===== config.mk =====
export PLATFORM = sky130hd
export DESIGN_NAME = kernel_3x3_gauss
export DESIGN_NICKNAME = d
export VERILOG_FILES = /design/src/rtl/kernel_3x3_gauss.sv
export SDC_FILE = /design/constraint.sdc
export NUM_CORES = 1
export LEC_CHECK = 0
export CORE_ASPECT_RATIO = 2
export CORE_MARGIN = 3
export CORE_UTILIZATION = 40
export CTS_BUF_LIST = sky130_fd_sc_hd__clkbuf_2
export DETAILED_ROUTE_END_ITERATION = 12
export SYNTH_ARGS = -nofsm -noshare
export SYNTH_HDL_FRONTEND = slang
export SYNTH_SLANG_ARGS = --single-unit

===== constraint.sdc =====
create_clock -name clk -period 21.7 [get_ports clk]
set_input_delay 4.34 -clock clk [delete_from_list [all_inputs] [get_ports clk]]
set_output_delay 4.34 -clock clk [all_outputs]
set_load 0.03 [all_outputs]

===== src/rtl/kernel_3x3_gauss.sv =====
// 3x3 Gaussian kernel (1-2-1 / 2-4-2 / 1-2-1) over a sliding window of
// pixel columns, with per-row/per-column edge zeroing and round-half-up output.
module kernel_3x3_gauss (
  input  logic       clk,
  input  logic       rst_n,
  input  logic [7:0] top,
  input  logic [7:0] mid,
  input  logic [7:0] bot,
  input  logic       valid_in,
  input  logic       top_edge,
  input  logic       bot_edge,
  input  logic       left_edge,
  input  logic       right_edge,
  output logic [7:0] pixel_out,
  output logic       valid_out
);

  localparam int unsigned PW = 8;
  localparam int unsigned SW = 12;
  localparam int unsigned NC = 3;

  // win[col][row]: col 0 oldest, col 2 newest; row 0 top, row 2 bottom
  logic [NC-1:0][NC-1:0][PW-1:0] win;
  logic [1:0]                    fill;
  logic [NC-1:0]                 row_zero;
  logic [NC-1:0]                 col_zero;
  logic [SW-1:0]                 sum;
  logic [SW-1:0]                 rounded;

  // Window shift, fill count and registered valid; rst_n is active-high here
  always_ff @(posedge clk) begin
    if (rst_n) begin
      win       <= '0;
      fill      <= '0;
      valid_out <= 1'b0;
    end else begin
      valid_out <= valid_in && (fill >= 2'd2);
      if (valid_in) begin
        win[0]    <= win[1];
        win[1]    <= win[2];
        win[2][0] <= top;
        win[2][1] <= mid;
        win[2][2] <= bot;
        if (fill != 2'd3) fill <= fill + 2'd1;
      end
    end
  end

  assign row_zero = {bot_edge, 1'b0, top_edge};
  assign col_zero = {right_edge, 1'b0, left_edge};

  // Masked weighted sum; a pixel flagged by both a row and a column edge is zeroed once
  always_comb begin
    sum = '0;
    for (int c = 0; c < NC; c++) begin
      for (int r = 0; r < NC; r++) begin
        if (!(row_zero[r] || col_zero[c])) begin
          if (r == 1 && c == 1)
            sum = sum + (SW'(win[c][r]) << 2);
          else if (r == 1 || c == 1)
            sum = sum + (SW'(win[c][r]) << 1);
          else
            sum = sum + SW'(win[c][r]);
        end
      end
    end
  end

  // Max sum 4080 + 8 still fits in 12 bits, so no saturation is needed
  assign rounded   = sum + SW'(8);
  assign pixel_out = rounded[SW-1:4];

endmodule


==> impl_metrics.toml, run 1 <==
[sta]
final.min_clock_period_ns = 20.30
setup_viol_count_final = 0
fin_skew_ns = 0.0306
hold_violations = 0
tns_ns = 0
max_slew_margin = 0.275
worst_slew_pin_slew_ns = 1.09
timing.fmax_mhz = 49.3
unrepaired_setup_endpoints_after_global_routing = "no"
finalMaxSlewViolations = 0
post-route-period-util = 0.935

[global_route]
globalRoute.totalOverflow = 0
grt_first_pass_wirelength_mm = 29.7
grt_usage = 0.203
global_route.peak_usage_layer = "met2"
grt_antenna_before_repair = 1
grtUsageMet3 = 0.0195
grt_pass1_vias = 5965
met1_usage = 0.207
grt.met2_usage = 0.396
grt_start_max_net_pins = 76

[setup_path]
endpoint_kind = "primary output"
crit_family = "compound AO/OA/AOI/OAI gates"
timing.critical_path.from_type = "primary input"
cp_slowest_stage_delay_ns = 0.86
r2r.worst_path.cells = 4
critPathKind = "primary input to primary output"
crit_path_max_fanout = 23
worstPathBufferInverterCount = 4
cp.required_ns = 17.36
critical_path_depth = 47
worst_ep_arrival_time_ns = 15.96
cpMaxStageDelayCell = "clkdlybuf4s50_1"
cpMostUsedCell = "ha_1"

[yosys]
number_of_enable_flip_flop_cells_after_synthesis = 0
yosys.cell_count.top_type = "nor2_1"
yosys_register_bits = 75
synthesis_warnings = 0
synthArstFlopShare = 0
unique_masters_post_synth = 72
synth-seq-area-share = 0.224
mappedNetlistNets = 938
synth.cells.most_frequent = "nor2_1, mux2i_1, dfxtp_1"
yosysTopAreaCellShare = 0.224
netlist_area_um2 = 6710
ys.flop_type = "dfxtp_1"
netlist.top_cell.by_area = "dfxtp_1"
synth_cells = 836
synth_top_cells_by_area = "dfxtp_1, mux2i_1, ha_1"
synth_area_per_cell_um2 = 8.02

[floorplan]
design.core.area_um2 = 16400
die_h_um = 189
die_width_um = 97.6
dieArea_um2 = 18400
std_cell_rows = 66
initial_core_util = 0.410
floorplan.io_pins = 40

[clocking]
cts_setup_buffers = 0
clkLatencyLatePin_ns = 0.61
tritoncts = "built"
cts_sinks = 75
numCtsBuffers = 9
cts_max_level = 3
clkSlewWorstSetupHoldPaths_ns = 0.24
cts-resized-gates = 0
clk_path_buf_depth = 2
cts_hold_buf = 0
ctsRootBufferMaster = "clkbuf_2"

[placement]
estimated_wirelength_of_the_detail_placed_design_mm = 14.6
dpl_cell_area_um2 = 7260
port_buffers = 39
place.gp.congestion = 0.913

[drt]
post_drt_wl_per_cell_um = 17.3
firstDrtPassIters = 5
drt-vias-per-instance = 5.62
ant_nets = 0
remaining_drc_errors = 0
num_vias = 5999
drc_violation_total_after_the_first_tritonroute_iteration = 306
drt_wl_total_mm = 18.5

[power]
fin_total_pwr_mw = 0.345
peakVddDrop_v = 0.0000274
power.static_leakage_nw = 3.32
cellPowerDensity_nw_per_um2 = 46.8

[cells_and_area]
layout-drive-gt1-share = 0.0545
finalInstanceArea_um2 = 7390
finish.utilization = 0.452
synthToLayoutAreaGrowth_pct = 10.2
nets = 960

[min_path]
class_of_the_worst_hold_path = "flip-flop to flip-flop"
min_delay_path_depth = 2

[status]
run_status = "complete, no violations"

[run]
max_cap_viol_count = 0
[state kept, by name (all words and copies together), names as in the netlist]
| name | cells |
|---|---|
| win | 72 |
| fill | 2 |
| valid_out | 1 |
[where the power goes]
group          total [mW]  leakage [nW]  switching, mW  internal [mW]
logic               0.110          2.63         0.0624         0.0479
registers           0.150         0.612        0.00665          0.144
clock network      0.0848        0.0769         0.0646         0.0202
total               0.345          3.32          0.134          0.212
[worst register-to-register path, stage by stage (launching register included)]
cell,delay (ns)
dfxtp_1,0.41
ha_1,0.20
nor2b_1,0.21
nor2_1,0.06
a211oi_1,0.21
[per-layer routing]
layer  wire (µm)  up-vias
met3         425       47
met4         976        0
li1            -     3028
met5           0        -
met2       10100      110
met1        7010     2814
[cell type report]
class / instances / area, µm²
Fill cell: 1691 / 8960
Multi-Input combinational cell: 672 / 4870
Sequential cell: 75 / 1500
Timing Repair Buffer: 45 / 428
Tap cell: 204 / 255
Inverter: 55 / 206
Clock inverter: 7 / 81.3
Clock buffer: 9 / 45.0
Antenna cell: 1 / 2.50
[logic make-up after synthesis]
kind of cell	count (synthesis)	share of synthesized area
simple gates	277	0.195
compound gates	187	0.193
mux	90	0.136
buf+inv	89	0.0504
fa+ha+maj	75	0.146
flops	75	0.224
xor+xnor	43	0.0562
[path summary, 6_finish.rpt]
| check | slack (ns) | start | end |
|---|---|---|---|
| worst min-delay path | 0.53 | win[5]$_SDFFE_PP0P_ | win[5]$_SDFFE_PP0P_ |
| worst max-delay path | 1.40 | top_edge | pixel_out[7] |
| worst min register to register | 0.53 | win[5]$_SDFFE_PP0P_ | win[5]$_SDFFE_PP0P_ |
| worst max register to register | 20.55 | fill[0]$_SDFFE_PP0P_ | fill[1]$_SDFFE_PP0P_ |
[per-stage QoR]
| stage | setup WS (ns) | std cells | hold WS, ns |
|---|---|---|---|
| 2_1_floorplan | 3.69 | 836 | 0.452 |
| 3_3_place_gp | 1.88 | 1051 | 0.463 |
| 3_5_place_dp | 1.41 | 1051 | 0.482 |
| 4_1_cts | 1.39 | 1067 | 0.531 |
| 5_1_grt | 0.174 | 1068 | 0.556 |
| 6_report | 1.40 | 1068 | 0.529 |
[layout by cell type, fill, tap and decap left out, drive strengths merged, types with 4 or more instances in the layout]
cell / instances
nand2: 38
mux2i: 82
a21o: 13
ha: 64
a211oi: 11
nor2: 135
o21ai: 38
or3: 9
and2: 12
nand4: 4
buf: 8
a31oi: 7
inv: 60
xor2: 13
o31ai: 6
a21oi: 36
clkbuf: 9
mux2: 8
nand2b: 6
o22ai: 5
clkdlybuf4s50: 37
maj3: 4
o221ai: 4
nor3b: 4
o211ai: 12
o21a: 9
or2: 10
fa: 7
nor3: 17
dfxtp: 75
a21boi: 6
xnor2: 30
and3b: 4
nor2b: 17
nand3: 11
Note: power is estimated with default switching activity, not from simulation.
==> run 2: changes to the inputs <==
--- a/config.mk
+++ b/config.mk
@@ -7,7 +7,7 @@
 export LEC_CHECK = 0
 export CORE_ASPECT_RATIO = 2
 export CORE_MARGIN = 3
-export CORE_UTILIZATION = 40
+export CORE_UTILIZATION = 23
 export CTS_BUF_LIST = sky130_fd_sc_hd__clkbuf_2
 export DETAILED_ROUTE_END_ITERATION = 12
 export SYNTH_ARGS = -nofsm -noshare
==> run 2 against run 1 <==
Clock skew rose by 0.0089 ns. Combinational power barely moved. First-iteration DRC count fell by 2.0%. Non-clock buffer count rose by 1. Clock power rose by 25%. Die area rose by 70%. Global-route usage fell by 7.2 points. Fmax fell by 0.77%. Register-to-register slack improved by 0.03 ns. Count of clock-buffer cells in the layout did not move. Routed wire length rose by 11%. Critical endpoint unchanged. Largest cell class unchanged. Largest power group unchanged.
==> impl_metrics.toml, run 2 (synthesized netlist as in run 1, its figures left out) <==
[status]
run_status = "complete, no violations"

[global_route]
met1_usage = 0.113
grtUsageMet3 = 0.0140
grt_first_pass_wirelength_mm = 32.0
grt_usage = 0.132
grt.met2_usage = 0.271
grt_pass1_vias = 5996
grt_antenna_before_repair = 1
global_route.peak_usage_layer = "met2"
grt_start_max_net_pins = 76
globalRoute.totalOverflow = 0

[clocking]
cts_hold_buf = 0
numCtsBuffers = 9
clkLatencyLatePin_ns = 0.63
tritoncts = "built"
cts_max_level = 3
clk_path_buf_depth = 2
ctsRootBufferMaster = "clkbuf_2"
clkSlewWorstSetupHoldPaths_ns = 0.20
cts_sinks = 75

[drt]
num_vias = 6119
drt-vias-per-instance = 5.02
firstDrtPassIters = 6
remaining_drc_errors = 0
post_drt_wl_per_cell_um = 16.8
drt_wl_total_mm = 20.5
ant_nets = 0
drc_violation_total_after_the_first_tritonroute_iteration = 300

[cells_and_area]
nets = 961
final_cell_mix = "nor2_1, mux2i_1, dfxtp_1"
mostFrequentLayoutCell = "nor2_1"
finalInstanceArea_um2 = 7620
layout-drive-gt1-share = 0.0556
largest_registers = "win: 72 flops, fill: 2 flops, valid_out: 1 flops"
synthToLayoutAreaGrowth_pct = 13.7
finish.utilization = 0.268
largest_register = "win"
largest_reg_flops = 72

[floorplan]
initial_core_util = 0.236
std_cell_rows = 87
die_h_um = 247
dieArea_um2 = 31400
floorplan.io_pins = 40
design.core.area_um2 = 28400
die_width_um = 127

[setup_path]
worst_ep_arrival_time_ns = 16.11
cp.required_ns = 17.36
critPathKind = "primary input to primary output"
crit_path_max_fanout = 23
cpMaxStageDelayCell = "dlymetal6s2s_1"
timing.critical_path.from_type = "primary input"
endpoint_kind = "primary output"
setup.reg_to_reg.worst_slack_ns = 20.58
cpMostUsedCell = "ha_1"
cp_slowest_stage_delay_ns = 0.72

[power]
power.share.sequential = 0.408
power.share.combinational = 0.303
power.switching_fraction = 0.348
cellPowerDensity_nw_per_um2 = 48.5
internal-power_mw = 0.241
peakVddDrop_v = 0.0000254
switching_power_mw = 0.128
power.static_leakage_nw = 3.34
power_frac_clock = 0.288

[sta]
max_slew_margin = 0.349
final.min_clock_period_ns = 20.45
worst_slew_pin_slew_ns = 0.975
hold_violations = 0
timing.fmax_mhz = 48.9
setup_viol_count_final = 0
post-route-period-util = 0.943
finalMaxSlewViolations = 0
unrepaired_setup_endpoints_after_global_routing = "no"
tns_ns = 0
hold_ws_ns = 0.515
fin_skew_ns = 0.0395

[placement]
port_buffers = 39
estimated_wirelength_of_the_detail_placed_design_mm = 16.6
place.gp.congestion = 0.904
dpl_cell_area_um2 = 7450

[run]
max_cap_viol_count = 0

[min_path]
class_of_the_worst_hold_path = "flip-flop to flip-flop"
==> run 2: power by group through the flow <==
stage | Clock, mW | Sequential [mW] | Combinational (mW)
global route | 0.117 | 0.152 | 0.125
global placement | 0 | 0.154 | 0.110
CTS | 0.110 | 0.151 | 0.112
detailed placement | 0 | 0.154 | 0.112
finish | 0.106 | 0.151 | 0.112
floorplan | 0 | 0.150 | 0.0812
==> run 2: metrics by stage <==
| stage | instances | total power [mW] | setup WS, ns |
|---|---|---|---|
| 2_1_floorplan | 836 | 0.231 | 3.69 |
| 3_3_place_gp | 1204 | 0.264 | 0.901 |
| 3_5_place_dp | 1204 | 0.265 | 0.749 |
| 4_1_cts | 1219 | 0.374 | 0.734 |
| 5_1_grt | 1220 | 0.393 | 0.321 |
| 6_report | 1220 | 0.369 | 1.25 |
==> run 2: final timing paths <==
kind / from / endpoint / depth (start not counted)
setup / recovery: top_edge / pixel_out[7] / 47
hold / removal: win[5]$_SDFFE_PP0P_ / win[5]$_SDFFE_PP0P_ / 2
setup reg to reg: fill[0]$_SDFFE_PP0P_ / fill[1]$_SDFFE_PP0P_ / 4
hold reg to reg: win[5]$_SDFFE_PP0P_ / win[5]$_SDFFE_PP0P_ / 2
==> run 2: per-layer routing <==
layer / part of all wire / vias to the layer above
met4: 0.066 / 0
li1: - / 3030
met1: 0.33 / 2919
met3: 0.021 / 55
met5: 0 / -
met2: 0.58 / 115
==> run 2: layout make-up <==
type | instances | area (µm²)
repair buffers | 46 | 438
flip-flops and latches | 75 | 1500
fillers | 3049 | 20800
well taps | 356 | 445
inverters | 55 | 206
diodes | 1 | 2.50
clock buffers | 9 | 45.0
multi-input cells | 672 | 4870
clock inverters | 6 | 115
==> run 2: worst max-delay path: cells and delay by family <==
family	cells	cell delay, ns
mux	1	0.15
buf+inv	5	1.58
simple gates	8	1.72
fa+ha+maj	10	3.41
xor+xnor	2	0.31
compound gates	21	4.58
==> run 2: repair_timing <==
action                                  CTS  global route
buffers inserted                          0             0
endpoints found under the setup margin    0             3
resized for setup                         0             2
